===== config.mk =====
export PLATFORM = sky130hd
export DESIGN_NAME = uart_baud_sched
export DESIGN_NICKNAME = d
export VERILOG_FILES = /design/src/rtl/uart_pkg.sv /design/src/rtl/uart_os_phase.sv /design/src/rtl/uart_baud_sched.sv
export SDC_FILE = /design/constraint.sdc
export NUM_CORES = 1
export LEC_CHECK = 0
export ABC_AREA = 0
export CAP_MARGIN = 25
export CORE_MARGIN = 1
export CORE_UTILIZATION = 45
export CTS_CLUSTER_DIAMETER = 200
export DETAILED_ROUTE_END_ITERATION = 8
export GPL_ROUTABILITY_DRIVEN = 0
export GPL_TIMING_DRIVEN = 0
export HOLD_SLACK_MARGIN = 0.08
export PLACE_DENSITY = 0.72
export SLEW_MARGIN = 20
export SYNTH_ARGS = -nofsm -noshare
export SYNTH_HDL_FRONTEND = slang
export SYNTH_SLANG_ARGS = --single-unit

===== constraint.sdc =====
create_clock -name clk -period 8.9 [get_ports clk]
set_input_delay 0.89 -clock clk [delete_from_list [all_inputs] [get_ports clk]]
set_output_delay 0.89 -clock clk [all_outputs]
set_load 0.01 [all_outputs]

===== src/rtl/uart_pkg.sv =====
// Shared defaults for the UART baud scheduler slice.
package uart_pkg;

   localparam int unsigned UART_DIV_W        = 16;
   localparam int unsigned UART_DEFAULT_DIV  = 10;
   localparam int unsigned UART_OVERSAMPLE   = 16;
   localparam int unsigned UART_SAMPLE_PHASE = 7;
   localparam int unsigned PH_W              = $clog2(UART_OVERSAMPLE);
   localparam int unsigned MIN_DIV           = 2;

endpackage


===== src/rtl/uart_os_phase.sv =====
// Mod-2^W oversample phase counter with a registered pulse on leaving the match phase.
module uart_os_phase
   import uart_pkg::*;
#(
   parameter int unsigned W = PH_W
) (
   input  logic         clk,
   input  logic         rst,
   input  logic         inc,
   input  logic         clr,
   input  logic         run,
   input  logic [W-1:0] match,
   output logic         hit
);

   logic [W-1:0] phase;

   // clr wins over a coincident inc, so that increment is dropped entirely
   always_ff @(posedge clk or negedge rst) begin
      if (!rst) begin
         phase <= '0;
         hit   <= 1'b0;
      end else begin
         hit <= 1'b0;
         if (clr) begin
            phase <= '0;
         end else if (run && inc) begin
            phase <= phase + W'(1);
            hit   <= (phase == match);
         end
      end
   end

endmodule


===== src/rtl/uart_baud_sched.sv =====
// Baud scheduler: divisor counter, 16x tick, TX bit tick and RX mid-bit sample tick,
// with divisor updates applied only on a tick boundary.
module uart_baud_sched
   import uart_pkg::*;
#(
   parameter int unsigned DIV_W        = UART_DIV_W,
   parameter int unsigned DEFAULT_DIV  = UART_DEFAULT_DIV,
   parameter int unsigned OVERSAMPLE   = UART_OVERSAMPLE,
   parameter int unsigned SAMPLE_PHASE = UART_SAMPLE_PHASE
) (
   input  logic             clk,
   input  logic             rst,
   input  logic             en,
   input  logic             cfg_valid,
   input  logic [DIV_W-1:0] cfg_div,
   output logic             cfg_ready,
   output logic             cfg_err,
   output logic [DIV_W-1:0] cur_div,
   output logic             tick_16x,
   output logic             tx_bit_tick,
   input  logic             rx_start,
   input  logic             rx_stop,
   output logic             rx_sample_tick
);

   localparam int unsigned PHASE_W = $clog2(OVERSAMPLE);

   logic [DIV_W-1:0] cnt;
   logic [DIV_W-1:0] pend_div;
   logic             pend;
   logic             rx_run;
   logic             wrap;
   logic             take;
   logic             div_bad;
   logic             apply;

   always_comb begin
      wrap    = en && (cnt == cur_div - DIV_W'(1));
      take    = cfg_valid && cfg_ready;
      div_bad = (cfg_div < DIV_W'(MIN_DIV));
      apply   = pend && (wrap || !en);
   end

   // cfg_ready follows the pending flag one cycle late, so it reopens the cycle after apply
   always_ff @(posedge clk or negedge rst) begin
      if (!rst) begin
         cnt       <= '0;
         cur_div   <= DIV_W'(DEFAULT_DIV);
         pend_div  <= '0;
         pend      <= 1'b0;
         cfg_ready <= 1'b1;
         cfg_err   <= 1'b0;
         tick_16x  <= 1'b0;
      end else begin
         tick_16x  <= wrap;
         cfg_err   <= take && div_bad;
         cfg_ready <= !pend && !(take && !div_bad);

         if (take && !div_bad) begin
            pend     <= 1'b1;
            pend_div <= cfg_div;
         end

         if (apply) begin
            cur_div <= pend_div;
            pend    <= 1'b0;
            cnt     <= '0;
         end else if (en) begin
            cnt <= wrap ? '0 : cnt + DIV_W'(1);
         end
      end
   end

   always_ff @(posedge clk or negedge rst) begin
      if (!rst) begin
         rx_run <= 1'b0;
      end else if (rx_start) begin
         rx_run <= 1'b1;
      end else if (rx_stop) begin
         rx_run <= 1'b0;
      end
   end

   uart_os_phase #(.W(PHASE_W)) u_tx_phase (
      .clk   (clk),
      .rst   (rst),
      .inc   (wrap),
      .clr   (1'b0),
      .run   (1'b1),
      .match (PHASE_W'(OVERSAMPLE - 1)),
      .hit   (tx_bit_tick)
   );

   uart_os_phase #(.W(PHASE_W)) u_rx_phase (
      .clk   (clk),
      .rst   (rst),
      .inc   (wrap),
      .clr   (rx_start),
      .run   (rx_run),
      .match (PHASE_W'(SAMPLE_PHASE)),
      .hit   (rx_sample_tick)
   );

endmodule


==> flow_summary.yaml, run 1 <==
floorplanning:
  row_count: 31
  core-area_um2: 7253
  io_pins: 43
  die_x_um: 88.57
  die_y_um: 88.57
  start_util_pct: 46.49
  die_area_um2: 7844
worst_setup_path:
  slowest_stage: "or4b_4"
  reg2reg_depth: 11
  worstPathArrival_ns: 4.10
  critPathBufInv: 3
  r2r_start: "cur_div[0]"
  crit_chain: "inv_1, ha_1, or4b_1, buf_2, or4b_4, a2111oi_4, nand4_2, o41ai_4, clkbuf_1, o21ai_0, o2bb2ai_1"
  cp-startpoint: "cur_div[0]"
  r2r-end: "cnt[9]"
  path_depth: 11
  crit_type: "reg -> reg"
  crit_end: "cnt[9]"
  cp-end-kind: "flop"
  crit_family: "simple AND/OR/NAND/NOR gates"
  cp_max_fo: 10
  startpoint_type: "flop"
  worstPathRequired_ns: 9.10
  cp_slowest_stage_delay_ns: 0.51
  r2r_setup_slack_ns: 5.00
yosys:
  netlist_area_um2: 3372
  yosysWarnings: 0
  syn_inst: 301
  synth-async-reset-ratio_pct: 100.0
  synth_edf_count: 0
  ys.flop_type: "dfrtp_1"
  syn_area_per_cell_um2: 11.20
  synth_cell_types: 55
  ys_seq_elements: 63
  synth.yosys.seq_area_share_pct: 46.86
  syn-num-nets: 327
clock_tree:
  post_cts_resized: 0
  clk_latency_ns: 0.34
  cts-root-buf: "clkbuf_8"
  htree_levels: 3
  cts-hold-fix-buffers: 0
  postCtsSetupBuffers: 0
  cts_buffers: 9
  cts.clk_slew.worst_paths_ns: 0.08
  clock-sinks: 63
  max-clock-path-buffers: 2
  tritoncts: "built"
detailed_routing:
  drt-total-wl_um: 7201
  via_count: 2548
  ant_nets: 0
  post-route-drc-count: 0
  first_pass_iters: 4
  vias_per_cell: 5.551
  routedWlPerCell_um: 15.69
  drtIter0Drc: 170
timing:
  tns_ns: 0
  min_period_ns: 3.895
  period_share_pct: 43.77
  whs_ns: 0.4344
  finalMaxSlewViolations: 0
  relSlewSlack_pct: 37.26
  max_freq_mhz: 256.7
  hold_viol: 0
  rsz0062_at_grt: "false"
  worst_slew_pin_slew_ns: 0.9339
  report.final.setup_viol: 0
  skew_ns: 0.007997
layout:
  diodes: 0
  final_layout_size_suffix_gt1_share_pct: 19.72
  layout_commonest_cell: "dfrtp_1"
  syn_to_final_growth_pct: 23.49
  nNetsFinal: 381
  layout_common_cells: "dfrtp_1 (60), clkdlybuf4s50_1 (41), mux2_2 (23)"
  fin_area_um2: 4164
pwr:
  p_leak_uw: 0.001828
  p_total_uw: 1225
  peakVddDrop_v: 0.0001642
  power_density_nw_per_um2: 294.3
global_route:
  grt.overflow.total: 0
  grt_max_degree: 35
  grtUsageTotal_pct: 20.97
  grt_pass1_vias: 2496
  grt_pass1_wl_um: 12330
  antenna_found_initial: 0
place:
  dp_hpwl_um: 5250
  placedInstanceArea_um2: 3934
  port_buffers: 42
run_status:
  status: "complete, no violations"
worst_hold_path:
  hp-start: "u_rx_phase.phase[3]"
  hp-class: "reg -> reg"
flow_run:
  maxCapViolations: 0
cell usage after synthesis, types with 4 or more instances:
cell / n / area [um^2]
dfrtp_1: 60 / 1501
mux2_2: 23 / 259.0
nand2_1: 18 / 67.56
o21ai_0: 16 / 80.08
xnor2_1: 15 / 131.4
nor2_1: 13 / 48.80
a21o_1: 10 / 75.07
mux2_4: 10 / 150.1
nor4_1: 10 / 62.56
clkbuf_1: 9 / 33.78
and3_1: 8 / 50.05
nor3_1: 8 / 40.04
xor2_1: 8 / 70.07
nand4_1: 7 / 43.79
nor3b_1: 7 / 52.55
a21oi_1: 6 / 30.03
inv_1: 6 / 22.52
nand3_1: 5 / 25.02
buf_2: 4 / 20.02
ha_1: 4 / 50.05
area by class of cell:
cell class | instances | area (um^2)
fill | 640 | 3089
multi-input combinational | 218 | 1704
buffer | 14 | 65.06
tap | 99 | 123.9
timing repair buffer | 43 | 437.9
clock inverter | 6 | 92.59
inverter | 6 | 22.52
sequential | 63 | 1580
clock buffer | 10 | 137.6
routing by layer:
metal / global-route usage [%] / part of all wire [%] / routed length, um / vias to the layer above
met5: 0 / 0 / 0 / -
met1: 29.27 / 47 / 3384 / 1263
met2: 32.52 / 48 / 3458 / 54
li1: - / - / - / 1223
met4: 8.358 / 1.2 / 87 / 0
met3: 3.731 / 3.7 / 270 / 8
through the flow:
step | std cells | worst slack [ns] | utilization [%]
after floorplan | 301 | 5.351 | -
after global placement | 442 | 4.875 | 53.99
after detailed placement | 443 | 5.033 | 54.23
after CTS | 459 | 5.006 | 57.41
after global routing | 459 | 4.765 | 57.41
final | 459 | 5.005 | 57.41
state kept, by name, indices dropped and copies added (netlist names):
register          count
cfg_err               1
cfg_ready             1
cnt                  16
cur_div              16
pend                  1
pend_div             16
rx_run                1
tick_16x              1
u_rx_phase.hit        1
u_rx_phase.phase      4
u_tx_phase.hit        1
u_tx_phase.phase      4
how the worst min path moves through the flow:
stage                           to  slack, ns  cells past startpoint
CTS                 u_rx_phase.hit       0.44                      1
floorplan           u_rx_phase.hit       0.41                      1
global placement    u_rx_phase.hit       0.43                      1
finish              u_rx_phase.hit       0.43                      1
detailed placement  u_rx_phase.hit       0.43                      1
global route        u_rx_phase.hit       0.45                      1
kinds of logic after synthesis:
kind of cell               Yosys count  synth area share, %
AOI/OAI and AO/OA                   57                12.88
xor gates and xnor gates            24                6.642
adders and majority gates            4                1.484
buffers and inverters               20                2.597
DFF                                 63                46.86
muxes                               33                12.13
and+or+nand+nor                    100                17.40
where the power goes:
part	switching, uW	internal (uW)
Combinational	206	257
Clock	116	167
Sequential	102	378
Note: power is estimated with default switching activity, not from simulation.
==> run 2: changes to the inputs <==
- PLACE_DENSITY: 0.72 -> 0.75
- clock period: 8.9 -> 3.45 ns (I/O delays scaled with it)
==> run 2 against run 1 <==
Worst hold slack got worse by 0.073 ns; register-to-register slack got worse by 4.9 ns; sequential share of layout area is 1.7 points lower; via count grew 4.6%; critical path type unchanged; highest routed layer unchanged.
==> flow_summary.yaml, run 2 (same netlist as run 1, synthesis figures left out) <==
layout:
  syn_to_final_growth_pct: 29.28
  layout_common_cells: "dfrtp_1 (59), clkdlybuf4s50_1 (41), mux2_2 (23)"
  final_layout_size_suffix_gt1_share_pct: 23.78
  nFillCells: 600
  fin_area_um2: 4359
  nNetsFinal: 392
  diodes: 0
  layout_commonest_cell: "dfrtp_1"
  reg_top3: "cnt (16), cur_div (16), pend_div (16)"
timing:
  report.final.setup_viol: 0
  relSlewSlack_pct: 61.66
  rsz0062_at_grt: "false"
  max_freq_mhz: 301.5
  period_share_pct: 96.14
  finalMaxSlewViolations: 0
  worst_slack_ns: 0.1333
  whs_ns: 0.3615
  worst_slew_pin_slew_ns: 0.5751
  min_period_ns: 3.317
  skew_ns: 0.01103
  hold_viol: 0
global_route:
  antenna_found_initial: 0
  grtUsageTotal_pct: 22.09
  grt_max_degree: 59
  grt_pass1_vias: 2567
  grt.overflow.total: 0
  grt_pass1_wl_um: 12700
pwr:
  p_leak_uw: 0.001921
  peakVddDrop_v: 0.0004522
  power_density_nw_per_um2: 752.1
worst_setup_path:
  cp_slowest_stage_delay_ns: 0.52
  r2r-end: "cnt[12]"
  crit_type: "reg -> reg"
  path_depth: 11
  r2r_setup_slack_ns: 0.13
  crit_chain: "inv_2, ha_4, or4b_4, or4b_4, a2111oi_4, nand4_2, o41ai_4, buf_6, buf_4, nor3_1, a211o_1"
  cp-end-kind: "flop"
  worstPathRequired_ns: 3.68
  critPathBufInv: 3
  crit_end: "cnt[12]"
  cp-startpoint: "cur_div[0]"
  slowest_stage: "or4b_4"
  startpoint_type: "flop"
  r2r_start: "cur_div[0]"
  cp_common_cell: "or4b_4"
  cp_max_fo: 6
  reg2reg_depth: 11
  crit_family: "simple AND/OR/NAND/NOR gates"
  worstPathArrival_ns: 3.55
place:
  place_ws_ns: -0.2876
  dp_hpwl_um: 5226
  port_buffers: 42
  placedInstanceArea_um2: 3941
floorplanning:
  die_area_um2: 7844
  die_y_um: 88.57
  core-area_um2: 7253
  row_count: 31
  die_x_um: 88.57
  start_util_pct: 46.49
  io_pins: 43
detailed_routing:
  ant_nets: 0
  routedWlPerCell_um: 16.75
  drt-total-wl_um: 7855
  post-route-drc-count: 0
  drtIter0Drc: 106
  via_count: 2666
  vias_per_cell: 5.684
  first_pass_iters: 4
clock_tree:
  cts-root-buf: "clkbuf_8"
  tritoncts: "built"
  max-clock-path-buffers: 2
  clk_latency_ns: 0.35
  clock-sinks: 63
  cts_buffers: 9
  htree_levels: 3
  cts.clk_slew.worst_paths_ns: 0.07
run_status:
  status: "complete, no violations"
flow_run:
  maxCapViolations: 0
worst_hold_path:
  hp-class: "in -> async"
-- run 2: changes by cell type in the layout (fill, tap and decap cells not counted), sizes merged --
cell         before  now
clkbuf           19   21
buf               7   16
inv               7    6
clkinv            1    2
dlygate4sd3       0    1
clkinvlp          2    0
-- run 2: repair_timing --
action,4_1_cts,5_1_grt
setup buffers,6,2
pin swaps,6,5
gates resized for setup,18,7
endpoints found under the hold margin,60,0
hold buffers,1,0
setup endpoints to repair,44,31
gates cloned,1,2
-- run 2: how the worst min path moves through the flow --
stage,start,end,cells after the start
after floorplan,rst,cfg_err,0
after global placement,u_rx_phase.phase[3],u_rx_phase.hit,1
after detailed placement,rst,cur_div[0],1
after CTS,rst,pend_div[0],2
after global routing,rst,pend_div[0],2
final,rst,pend_div[0],2
-- run 2: power breakdown --
| part | switching, uW | internal, uW | total (uW) | leakage [uW] |
|---|---|---|---|---|
| clock network | 286 | 420 | 706 | 0.000109 |
| logic | 593 | 738 | 1330 | 0.00102 |
| registers | 264 | 977 | 1240 | 0.000793 |
| total | 1140 | 2140 | 3280 | 0.00192 |
-- run 2: cell type report --
cell class / instances / area, um^2 / area share, %
Timing Repair Buffer: 55 / 583.1 / 13.38
Buffer: 13 / 86.33 / 1.980
Sequential cell: 63 / 1582 / 36.28
Inverter: 6 / 22.52 / 0.5166
Tap cell: 99 / 123.9 / 2.842
Clock inverter: 4 / 70.07 / 1.607
Multi-Input combinational cell: 218 / 1750 / 40.16
Clock buffer: 11 / 141.4 / 3.243
-- run 2: per-stage QoR --
| step | std cells | setup TNS (ns) | power (uW) | util, % |
|---|---|---|---|---|
| global placement | 442 | -5.761 | 2392 | 53.99 |
| global route | 469 | 0 | 3476 | 60.10 |
| finish | 469 | 0 | 3279 | 60.10 |
| detailed placement | 443 | -7.515 | 2448 | 54.34 |
| floorplan | 301 | 0 | 1981 | - |
| CTS | 466 | 0 | 3262 | 59.19 |
-- run 2: routing by layer --
layer | GRT usage (%) | wire length (um) | vias to the layer above
met5 | 0 | 0 | -
met4 | 10.56 | 80 | 0
met3 | 4.104 | 367 | 8
met2 | 34.69 | 3772 | 62
met1 | 29.61 | 3634 | 1352
li1 | - | - | 1244
